===== src/rtl/shift_add_multiplier.sv =====
// Sequential WIDTHxWIDTH unsigned shift-and-add multiplier; result and one-cycle mult_ok arrive WIDTH+1 clocks after ld is sampled.
// No backpressure: ld is level-held by the initiator and must fall before a new start; define MULT_EARLY_EXIT_EN to stop once the multiplier runs out of set bits.
module shift_add_multiplier #(
    parameter int WIDTH = 8
) (
    input  logic                 clk,
    input  logic                 reset,
    input  logic                 ld,
    input  logic [WIDTH-1:0]     mult1,
    input  logic [WIDTH-1:0]     mult2,
    output logic                 mult_ok,
    output logic [2*WIDTH-1:0]   mult_res,
    output logic                 busy
);

    localparam int CW = (WIDTH > 1) ? $clog2(WIDTH) : 1;

    typedef enum logic [1:0] {
        IDLE,
        RUN,
        DONE,
        WAIT_LOW
    } state_t;

    state_t               state_q, state_d;
    logic [2*WIDTH-1:0]   acc_q, acc_d;
    logic [2*WIDTH-1:0]   mcand_q, mcand_d;
    logic [WIDTH-1:0]     mplier_q, mplier_d;
    logic [CW-1:0]        cnt_q, cnt_d;
    logic [2*WIDTH-1:0]   res_q, res_d;
    logic                 ok_q, ok_d;

    logic [2*WIDTH-1:0]   acc_sum;
    logic [WIDTH-1:0]     mplier_shift;
    logic                 last_step;

    always_comb begin
        acc_sum      = acc_q + (mplier_q[0] ? mcand_q : '0);
        mplier_shift = mplier_q >> 1;
`ifdef MULT_EARLY_EXIT_EN
        // Remaining multiplier bits are all zero, so the accumulator is already final.
        last_step    = (cnt_q == CW'(WIDTH - 1)) || (mplier_shift == '0);
`else
        last_step    = (cnt_q == CW'(WIDTH - 1));
`endif
    end

    always_comb begin
        state_d  = state_q;
        acc_d    = acc_q;
        mcand_d  = mcand_q;
        mplier_d = mplier_q;
        cnt_d    = cnt_q;
        res_d    = res_q;
        ok_d     = 1'b0;
        case (state_q)
            IDLE: begin
                if (ld) begin
                    acc_d    = '0;
                    mcand_d  = {{WIDTH{1'b0}}, mult1};
                    mplier_d = mult2;
                    cnt_d    = '0;
                    state_d  = RUN;
                end
            end
            RUN: begin
                acc_d    = acc_sum;
                mcand_d  = mcand_q << 1;
                mplier_d = mplier_shift;
                cnt_d    = cnt_q + CW'(1);
                if (last_step) begin
                    res_d   = acc_sum;
                    state_d = DONE;
                end
            end
            DONE: begin
                ok_d    = 1'b1;
                state_d = WAIT_LOW;
            end
            WAIT_LOW: begin
                // Level-held ld must drop before another product can start.
                if (!ld) begin
                    state_d = IDLE;
                end
            end
            default: state_d = IDLE;
        endcase
    end

    always_ff @(posedge clk or negedge reset) begin
        if (!reset) begin
            state_q  <= IDLE;
            acc_q    <= '0;
            mcand_q  <= '0;
            mplier_q <= '0;
            cnt_q    <= '0;
            res_q    <= '0;
            ok_q     <= 1'b0;
        end else begin
            state_q  <= state_d;
            acc_q    <= acc_d;
            mcand_q  <= mcand_d;
            mplier_q <= mplier_d;
            cnt_q    <= cnt_d;
            res_q    <= res_d;
            ok_q     <= ok_d;
        end
    end

    assign mult_ok  = ok_q;
    assign mult_res = res_q;
    assign busy     = (state_q != IDLE);

endmodule


===== config.mk =====
export PLATFORM = sky130hd
export DESIGN_NAME = shift_add_multiplier
export DESIGN_NICKNAME = d
export VERILOG_FILES = /design/src/rtl/shift_add_multiplier.sv
export SDC_FILE = /design/constraint.sdc
export NUM_CORES = 1
export LEC_CHECK = 0
export BUFFER_PORTS_ARGS = -buffer_cell sky130_fd_sc_hd__buf_2
export CAP_MARGIN = 20
export CORE_MARGIN = 10
export CORE_UTILIZATION = 58
export CTS_CLUSTER_SIZE = 24
export DETAILED_ROUTE_END_ITERATION = 12
export GPL_TIMING_DRIVEN = 0
export PLACE_DENSITY = 0.82
export RECOVER_POWER = 100
export SETUP_SLACK_MARGIN = 0.05
export SYNTH_ARGS = -nofsm -noshare
export SYNTH_HDL_FRONTEND = slang
export SYNTH_SLANG_ARGS = --single-unit

===== constraint.sdc =====
create_clock -name clk -period 3.1 [get_ports clk]
set_input_delay 0.31 -clock clk [delete_from_list [all_inputs] [get_ports clk]]
set_output_delay 0.31 -clock clk [all_outputs]
set_load 0.05 [all_outputs]

==> summary.md, run 1 <==
| Metric | Value |
|---|---|
| Pwr per Cell Area | `917 nW/um^2` |
| Mapped Area | `3280 sq um` |
| Avg Vias per Cell | `5.77` |
| Top Ports | `37` |
| Resized cells post-CTS | `0` |
| Pre-Repair DR Iteration Count | `4` |
| Max VDD drop | `0.513 mV` |
| CP Data Required Time | `3320 ps` |
| Syn Nets | `351` |
| Post-CTS Setup Bufs | `0` |
| Routed Antenna Nets | `0` |
| Hold_ws | `237 ps` |
| DR vias | `2,506` |
| Sink Count | `62` |
| CP Class | `reg2reg` |
| # rows | `27` |
| Vias in the first global route | `2,522` |
| Die width | `95.2 um` |
| Pins Over Slew Limit | `31` |
| Final Critical Period | `2860 ps` |
| H-tree Lvls | `3` |
| Wire per inst | `16.5 um` |
| CTS tree | `yes` |
| DR top layer | `met4` |
| Grt total ovfl | `0` |
| Routability cong. | `0.924` |
| All-Layer GR Usage | `17.3%` |
| Final Cycle Share | `92.3%` |
| Post-synthesis sequential area ratio | `47.3%` |
| First-pass GRT wire length | `12,300 um` |
| CTS hold repair buffers | `0` |
| Critical path endpoint category | `register` |
| Number of flops mapped to enable cells by yosys | `0` |
| Final hold violation count | `0` |
| # port buffers | `36` |
| Setup Skew | `5.88 ps` |
| Average instance area after synthesis | `10.6 sq um` |
| Max Buffers Root-to-Sink | `2` |
| Synthesis-stage register bit count | `62` |
| Leak | `0.00182 uW` |
| Relative slew slack | `-3.04%` |
| Antenna Diode Count | `0` |
| Antenna violations before repair | `0` |
| Met1 Wirelength | `3330 um` |
| DR iter-0 viols | `94` |
| Fillcell total | `430` |
| Metal2 WL | `3190 um` |
| Area delta synth->final | `13.9%` |
| Crit Reg-Reg Endpoint | `mult_res[14]` |
| R2R setup slack | `240 ps` |
| Starting Density | `59.5%` |
| CTS root buf | `clkbuf_8` |
| TritonCTS buffer count | `9` |
| Clk_lat worst skew | `340 ps` |
| Nets | `398` |
| Fmax | `350 MHz` |
| Overall routed net length | `7150 um` |
| Worst-path clk slew | `70 ps` |
| Crit-path max FO | `17` |
| Layout cells sized above 1 | `13.3%` |
| Total die area | `9060 sq um` |
| Setup tns final | `0 ps` |
| Arrival @ worst endpoint | `3080 ps` |
| CORE AREA | `5510 sq um` |
| Netlist cell types | `42` |
| Fin area | `3730 sq um` |
| Maximum number of pins on one net before global-route repair | `34` |
| Failing checks | `max-capacitance violations, max-slew violations` |
| Min-Delay Path Class | `in2reg` |
| Worst setup endpoint | `mult_res[14]` |
| Post-synthesis async set-or-reset flop share | `100%` |
| WL met3 | `441 um` |
| FF-to-FF Start | `mplier_q[0]` |
| Prevailing post-synth register cell | `dfrtp_1` |
| Post-DP HPWL | `5260 um` |
| Max_cap viols | `1` |
| Tightest Pin Transition | `1550 ps` |
| R2r worst-path depth | `9` |
| DRC Markers | `0` |
| Crit path from | `mplier_q[0]` |
| Die height | `95.2 um` |
| Crit start category | `register` |
| Placed cell area | `3570 sq um` |
| Status | `finished, violations left` |
| Setup-failing EPs final | `0` |
| RSZ-0062 raised after global routing | `no` |
| Cells after Synth | `310` |
| Yosys synthesis warning count | `0` |
==> layout make-up <==
| cell class | count | area, sq um | area share (%) |
|---|---|---|---|
| clock buffer | 13 | 159 | 4.26 |
| tap | 72 | 90.1 | 2.41 |
| sequential | 62 | 1550 | 41.6 |
| timing repair buffer | 37 | 169 | 4.53 |
| multi-input combinational | 227 | 1650 | 44.1 |
| clock inverter | 3 | 42.5 | 1.14 |
| buffer | 13 | 48.8 | 1.31 |
| inverter | 7 | 26.3 | 0.704 |
==> worst min path at each step <==
stage                       end  slack, ps   startpoint  cells past startpoint
floorplan              acc_q[0]         10        reset                      0
global placement    mult_res[5]        450  mult_res[5]                      2
detailed placement  mult_res[7]        390        reset                      1
CTS                 mult_res[7]         20        reset                      1
global route         mcand_q[0]        260     mult1[0]                      2
finish               mcand_q[0]        240     mult1[0]                      2
==> registers in the layout, summed over array words and instances (netlist names) <==
signal / cells
mult_ok: 1
mult_res: 16
mcand_q: 16
mplier_q: 8
cnt_q: 3
state_q: 2
acc_q: 16
==> through the flow <==
step / power, uW / utilization, % / setup slack [ps] / cells
floorplan: 2330 / - / 523 / 310
global placement: 2660 / 64.4 / 131 / 418
detailed placement: 2720 / 64.8 / 147 / 419
CTS: 3460 / 68.4 / 113 / 435
global route: 3700 / 67.8 / 51.5 / 434
finish: 3420 / 67.8 / 239 / 434
==> cell usage after synthesis (all sizes together), types with 5 or more instances <==
| cell type | instances | share of area (%) |
|---|---|---|
| xnor2 | 8 | 2.1 |
| inv | 7 | 0.80 |
| a21o | 5 | 1.1 |
| mux2i | 14 | 4.3 |
| and2 | 19 | 3.6 |
| a21oi | 16 | 2.4 |
| clkbuf | 12 | 1.4 |
| o21ai | 25 | 3.9 |
| dfrtp | 62 | 47 |
| ha | 21 | 8.0 |
| a22o | 21 | 5.6 |
| o31ai | 5 | 1.1 |
| nand2 | 34 | 3.9 |
| nor2 | 10 | 1.1 |
| mux2 | 10 | 3.4 |
==> critical path, cell delays in order (launching register included) <==
cell      delay (ps)
dfrtp_1          540
and2_0           240
ha_1             220
fa_1             410
a21o_1           210
a221oi_2         260
nor2_1           140
a211o_1          340
nor4_1           290
a211oi_1          80
==> placed cells by master, fill, tap and decap left out, types with 2 or more instances in the layout <==
cell | synthesis | routed
clkbuf_8 | 0 | 11
nand2_1 | 34 | 34
a22o_1 | 21 | 21
mux2_2 | 10 | 10
a32o_1 | 3 | 3
buf_2 | 1 | 17
nor3_1 | 3 | 3
a31o_2 | 2 | 2
nand2b_1 | 2 | 2
o31ai_1 | 5 | 5
ha_1 | 21 | 21
nor2_1 | 10 | 10
and2_0 | 0 | 5
a21o_1 | 5 | 5
nor2b_1 | 2 | 2
dfrtp_1 | 62 | 62
and2_1 | 19 | 14
o21ai_0 | 24 | 24
a211oi_1 | 2 | 2
nand3_1 | 3 | 3
a21oi_1 | 16 | 16
clkbuf_1 | 12 | 34
inv_1 | 7 | 7
mux2i_1 | 14 | 14
xnor2_1 | 8 | 8
xor2_1 | 3 | 3
or3_1 | 2 | 2
nand4_1 | 3 | 3
==> power breakdown <==
group	internal (uW)	leakage [uW]	switching, uW
logic	526	0.000893	926
registers	1060	0.000829	183
clock network	415	0.0000996	314
==> metal layers <==
| layer | global-route usage, % | vias to the layer above |
|---|---|---|
| li1 | - | 1230 |
| met3 | 4.95 | 14 |
| met5 | 0 | - |
| met1 | 22.6 | 1199 |
| met2 | 26.0 | 63 |
| met4 | 8.35 | 0 |
==> cells by family (layout without fill, tap and decap cells) <==
group                      count (synthesis)  after routing  synth area share [%]
DFF                                       62             62                  47.3
AOI/OAI and AO/OA                         88             88                  18.8
adders and majority gates                 22             22                  8.63
and+or+nand+nor                           82             82                  12.1
xor gates and xnor gates                  11             11                  2.94
buffers and inverters                     21             73                  2.44
muxes                                     24             24                  7.71
No activity file was read; power rests on OpenSTA's default activity.
==> inputs of run 2 (changes only) <==
--- a/config.mk
+++ b/config.mk
@@ -7,6 +7,7 @@
 export LEC_CHECK = 0
 export BUFFER_PORTS_ARGS = -buffer_cell sky130_fd_sc_hd__buf_2
 export CAP_MARGIN = 20
+export CORE_ASPECT_RATIO = 0.75
 export CORE_MARGIN = 10
 export CORE_UTILIZATION = 58
 export CTS_CLUSTER_SIZE = 24
==> constraint.sdc (replaced) <==
create_clock -name clk -period 2.96 [get_ports clk]
set_input_delay 0.296 -clock clk [delete_from_list [all_inputs] [get_ports clk]]
set_output_delay 0.296 -clock clk [all_outputs]
set_load 0.05 [all_outputs]
==> summary.md, run 2 (same netlist as run 1, synthesis figures left out) <==
| Metric | Value |
|---|---|
| Status | `finished clean` |
| Min-Delay Path Class | `in2reg` |
| H-tree Lvls | `3 (unchanged)` |
| Final hold violation count | `0 (unchanged)` |
| Wire per inst | `16.5 um (+0.31%)` |
| Avg Vias per Cell | `5.70 (-1.3%)` |
| Nets | `400 (+0.50%)` |
| # port buffers | `36 (unchanged)` |
| Max Buffers Root-to-Sink | `2 (unchanged)` |
| Fillcell total | `459 (+6.7%)` |
| Pwr per Cell Area | `962 nW/um^2 (+4.9%)` |
| Setup tns final | `0 ps (unchanged)` |
| DR vias | `2,502 (-0.16%)` |
| Area delta synth->final | `14.3%` |
| FF+latch area | `1550 sq um (about the same)` |
| Antenna violations before repair | `0 (unchanged)` |
| Starting Density | `60.6% (+1.1 points)` |
| Clock share of power | `21.0% (-0.3 points)` |
| Die height | `85.1 um (-11%)` |
| Commonest non-fill, non-tap cells in the layout | `dfrtp_1, nand2_1, clkbuf_1, o21ai_0` |
| Overall routed net length | `7260 um (+1.5%)` |
| Maximum number of pins on one net before global-route repair | `42 (+24%)` |
| TritonCTS buffer count | `9 (unchanged)` |
| Top Ports | `37 (unchanged)` |
| Final Cycle Share | `90.2% (-2.1 points)` |
| Leak | `0.00183 uW (+0.40%)` |
| Post-DP HPWL | `5340 um (+1.5%)` |
| Crit-path max FO | `5 (-12)` |
| Grt total ovfl | `0 (unchanged)` |
| Comb power frac | `43.5% (+1.1 points)` |
| Worst-path clk slew | `70 ps (about the same)` |
| Sink Count | `62 (unchanged)` |
| Max_cap viols | `0 (-1)` |
| CORE AREA | `5410 sq um (-1.7%)` |
| Internal power | `2100 uW (+5.1%)` |
| Setup-failing EPs final | `0 (unchanged)` |
| Final Critical Period | `2670 ps (-192 ps)` |
| Antenna Diode Count | `0 (unchanged)` |
| First-pass GRT wire length | `12,400 um (+1.2%)` |
| Relative slew slack | `24.6% (+28 points)` |
| Seq pwr share | `35.6% (-0.7 points)` |
| # rows | `23 (-15%)` |
| Critical path endpoint category | `register` |
| RSZ-0062 raised after global routing | `no` |
| Routed Antenna Nets | `0 (unchanged)` |
| Die width | `107 um (+12%)` |
| DR iter-0 viols | `142 (+51%)` |
| Psw | `1500 uW (+5.4%)` |
| Multi-input gate area | `1650 sq um (unchanged)` |
| Most common cell after layout, fill and taps aside | `dfrtp_1` |
| CP Data Required Time | `3170 ps (-150 ps)` |
| Switching Share | `41.7% (+0.078 points)` |
| CP Class | `reg2reg` |
| Fin area | `3750 sq um (+0.37%)` |
| Setup Skew | `7.92 ps (+2.04 ps)` |
| Crit start category | `register` |
| Placed cell area | `3570 sq um (+0.11%)` |
| Arrival @ worst endpoint | `2880 ps (-200 ps)` |
| Pins Over Slew Limit | `0 (-100%)` |
| Total die area | `9090 sq um (+0.35%)` |
| Vias in the first global route | `2,519 (-0.12%)` |
| All-Layer GR Usage | `16.9% (-0.47 points)` |
| Tightest Pin Transition | `1130 ps (-415 ps)` |
| Fmax | `375 MHz (+7.2%)` |
| Layout cells sized above 1 | `14.3% (+1.0 points)` |
| CTS tree | `yes` |
| Clk_lat worst skew | `340 ps (about the same)` |
| Max VDD drop | `0.701 mV (+37%)` |
| DRC Markers | `0 (unchanged)` |
| Pre-Repair DR Iteration Count | `5 (+1)` |
| Routability cong. | `0.912 (-1.3%)` |
| CTS root buf | `clkbuf_8` |
==> run 2: power groups by stage <==
stage | logic [uW] | clock network [uW] | registers (uW)
global placement | 1520 | 0 | 1280
CTS | 1560 | 770 | 1290
finish | 1570 | 756 | 1280
detailed placement | 1570 | 0 | 1300
global route | 1760 | 801 | 1310
floorplan | 1090 | 0 | 1340
==> run 2: per-layer routing <==
metal	GRT usage [%]	vias up	share of wire (%)
met3	6.04	9	5.9
met4	4.05	0	1.0
met2	25.1	56	44
met5	0	-	0
li1	-	1226	-
met1	22.9	1211	49
==> run 2: worst paths after layout <==
check	slack, ps	cells after the start	endpoint	startpoint
worst max-delay path	290	9	mult_res[14]	mplier_q[0]
worst min-delay path	210	2	mcand_q[0]	mult1[0]
worst max register to register	290	9	mult_res[14]	mplier_q[0]
worst min register to register	480	2	mplier_q[2]	mplier_q[2]
max in group asynchronous	630	3	mplier_q[0]	reset
min in group asynchronous	700	2	mcand_q[4]	reset
==> run 2: what timing repair did <==
action / 4_1_cts / 5_1_grt
buffers inserted: 0 / 1
hold endpoints to repair: 21 / 0
endpoints found under the setup margin: 1 / 3
hold buffers: 1 / 0
cloned: 0 / 0
resized for setup: 0 / 1
==> run 2: area by class of cell <==
| cell class | count | area share [%] |
|---|---|---|
| Inverter | 7 | 0.701 |
| Sequential cell | 62 | 41.4 |
| Multi-Input combinational cell | 227 | 43.9 |
| Timing Repair Buffer | 39 | 4.78 |
| Tap cell | 75 | 2.51 |
| Buffer | 13 | 1.30 |
| Clock inverter | 4 | 1.20 |
| Clock buffer | 12 | 4.14 |
==> run 2: through the flow <==
stage / setup WS [ps] / total power, uW / instances / utilization, % / hold WS [ps]
after floorplan: 383 / 2440 / 310 / - / 0.409
after global placement: -33.9 / 2810 / 421 / 65.6 / 457
after detailed placement: 11.4 / 2860 / 422 / 66.0 / 295
after CTS: 126 / 3620 / 438 / 69.8 / 196
after global routing: 99.8 / 3870 / 439 / 69.2 / 207
final: 292 / 3600 / 439 / 69.2 / 209
==> run 2: critical path: stages (launching register included) <==
cell	delay [ps]
dfrtp_2	440
and2_1	150
ha_1	210
fa_1	420
a21o_1	220
a221oi_2	260
nor2_1	140
a211o_1	330
nor4_1	290
a211oi_1	90
==> inputs of run 3 (changes only) <==
--- a/config.mk
+++ b/config.mk
@@ -7,11 +7,12 @@
 export LEC_CHECK = 0
 export BUFFER_PORTS_ARGS = -buffer_cell sky130_fd_sc_hd__buf_2
 export CAP_MARGIN = 20
-export CORE_ASPECT_RATIO = 0.75
+export CORE_ASPECT_RATIO = 1.5
 export CORE_MARGIN = 10
 export CORE_UTILIZATION = 58
 export CTS_CLUSTER_SIZE = 24
 export DETAILED_ROUTE_END_ITERATION = 12
+export GPL_ROUTABILITY_DRIVEN = 0
 export GPL_TIMING_DRIVEN = 0
 export PLACE_DENSITY = 0.82
 export RECOVER_POWER = 100
==> summary.md, run 3 (same netlist as run 1, synthesis figures left out) <==
| Metric | Value |
|---|---|
| Crit-path max FO | `4 (-1)` |
| Commonest non-fill, non-tap cells in the layout | `dfrtp_1, nand2_1, clkbuf_1, o21ai_0` |
| Post-DP HPWL | `5460 um (+2.3%)` |
| Total die area | `9120 sq um (+0.34%)` |
| CORE AREA | `5490 sq um (+1.5%)` |
| Pins Over Slew Limit | `0 (unchanged)` |
| R2r worst-path depth | `9 (unchanged)` |
| Setup tns final | `0 ps (unchanged)` |
| DR iter-0 viols | `127 (-11%)` |
| Max_cap viols | `0 (unchanged)` |
| Final hold violation count | `0 (unchanged)` |
| Top Ports | `37 (unchanged)` |
| Met1 Wirelength | `3010 um (-15%)` |
| All-Layer GR Usage | `16.8% (-0.12 points)` |
| Most common cell after layout, fill and taps aside | `dfrtp_1` |
| Max Buffers Root-to-Sink | `2 (unchanged)` |
| # port buffers | `36 (unchanged)` |
| Psw | `1480 uW (-1.1%)` |
| Hold_ws | `203 ps (-5.26 ps)` |
| Final Cycle Share | `91.4% (+1.2 points)` |
| Avg Vias per Cell | `5.88 (+3.1%)` |
| RSZ-0062 raised after global routing | `no` |
| Switching Share | `41.6% (about the same)` |
| R2R setup slack | `260 ps (-40 ps)` |
| Die height | `112 um (+32%)` |
| Min-Delay Path Depth | `2 (unchanged)` |
| Layout cells sized above 1 | `13.8% (-0.47 points)` |
| DRC Markers | `0 (unchanged)` |
| Max VDD drop | `0.603 mV (-14%)` |
| Worst-path clk slew | `60 ps (about the same)` |
| Vias in the first global route | `2,594 (+3.0%)` |
| Antenna violations before repair | `0 (unchanged)` |
| CP Data Required Time | `3190 ps (+20 ps)` |
| Crit start category | `register` |
| CP Class | `reg2reg` |
| Overall routed net length | `7220 um (-0.61%)` |
| Grt total ovfl | `0 (unchanged)` |
| CTS root buf | `clkbuf_8` |
| Area delta synth->final | `13.8%` |
| Clock share of power | `20.0% (-1.0 points)` |
| Pre-Repair DR Iteration Count | `4 (-1)` |
| Tightest Pin Transition | `1090 ps (-42.7 ps)` |
| Relative slew slack | `27.5% (+2.8 points)` |
| Final Critical Period | `2700 ps (+36.2 ps)` |
| Fmax | `370 MHz (-1.3%)` |
| First-pass GRT wire length | `12,000 um (-3.4%)` |
| Maximum number of pins on one net before global-route repair | `43 (+2.4%)` |
| Setup-failing EPs final | `0 (unchanged)` |
| Hold_sp | `mult1[0]` |
| Pwr per Cell Area | `956 nW/um^2 (-0.61%)` |
| DR vias | `2,539 (+1.5%)` |
| FF-to-FF Start | `mcand_q[0]` |
| Wire per inst | `16.7 um (+1.0%)` |
| Setup Skew | `5.47 ps (-2.45 ps)` |
| Status | `finished clean` |
| Leak | `0.00182 uW (-0.40%)` |
| Antenna Diode Count | `0 (unchanged)` |
| Placed cell area | `3560 sq um (-0.18%)` |
| Sink Count | `62 (unchanged)` |
| Starting Density | `59.7% (-0.90 points)` |
| CTS tree | `yes` |
| TritonCTS buffer count | `9 (unchanged)` |
| Min-Delay Path Class | `in2reg` |
| Crit Reg-Reg Endpoint | `mult_res[14]` |
| Total chip power | `3560 uW (-1.1%)` |
| # rows | `33 (+43%)` |
| H-tree Lvls | `3 (unchanged)` |
| Nets | `400 (unchanged)` |
| Critical path endpoint category | `register` |
| Fin area | `3730 sq um (-0.47%)` |
| Die width | `81.4 um (-24%)` |
| Hold Path End | `mcand_q[0]` |
| WL met3 | `339 um (-21%)` |
| Arrival @ worst endpoint | `2930 ps (+50 ps)` |
| Fin util | `67.9% (-1.3 points)` |
| Routed Antenna Nets | `0 (unchanged)` |
| Comb power frac | `43.8% (+0.3 points)` |
| Seq pwr share | `36.1% (+0.5 points)` |
| Internal power | `2080 uW (-1.0%)` |
| Metal2 WL | `3710 um (+15%)` |
| DR top layer | `met4` |
| Clk_lat worst skew | `350 ps (about the same)` |
## run 3: cell types whose count changed in the layout (fill, tap and decap cells not counted), sizes merged
cell,previous run,this run
clkinv,3,0
bufinv,1,0
clkbuf,45,47
## run 3: how the worst max path moves through the flow
stage,cells past startpoint,slack (ps),startpoint,endpoint
after floorplan,10,380,mplier_q[0],mult_res[14]
after global placement,10,-50,mplier_q[0],mult_res[14]
after detailed placement,10,-60,mplier_q[0],mult_res[14]
after CTS,9,70,mplier_q[0],mult_res[14]
after global routing,9,100,mplier_q[0],acc_q[15]
final,9,260,mcand_q[0],mult_res[14]
## run 3: power groups by stage
stage	sequential (uW)	clock (uW)	combinational, uW
final	1290	715	1560
after global routing	1320	763	1740
after floorplan	1340	0	1090
after CTS	1300	730	1560
after global placement	1290	0	1520
after detailed placement	1310	0	1570
## run 3: timing repair
item	4_1_cts	5_1_grt
gates resized for setup	0	1
setup endpoints to repair	4	3
hold buffers	1	0
endpoints found under the hold margin	20	0
buffers inserted	0	1
## run 3: layout make-up
class                           count  area, sq um
Fill cell                         429         1760
Multi-Input combinational cell    227         1640
Sequential cell                    62         1550
Clock buffer                       14          193
Timing Repair Buffer               39          179
Tap cell                           70         87.6
Buffer                             13         48.8
Inverter                            7         26.3
## run 3: critical path, cell delays in order (launching register included)
cell and delay (ps):
dfrtp_1 410, and2_0 170, ha_1 200, fa_1 420
a21o_1 220, a221oi_2 280, nor2_1 150, a211o_1 340
nor4_1 310, a211oi_1 80
## run 3: per-stage QoR
| stage | worst slack [ps] | instances |
|---|---|---|
| global route | 97.9 | 432 |
| global placement | -51.5 | 416 |
| CTS | 73.5 | 431 |
| finish | 255 | 432 |
| floorplan | 383 | 310 |
| detailed placement | -57.9 | 417 |
## run 3: routing by layer
metal	GRT usage, %	vias to the layer above
met5	0	-
met4	7.88	0
met3	5.11	13
met2	27.7	70
met1	19.0	1231
li1	-	1225
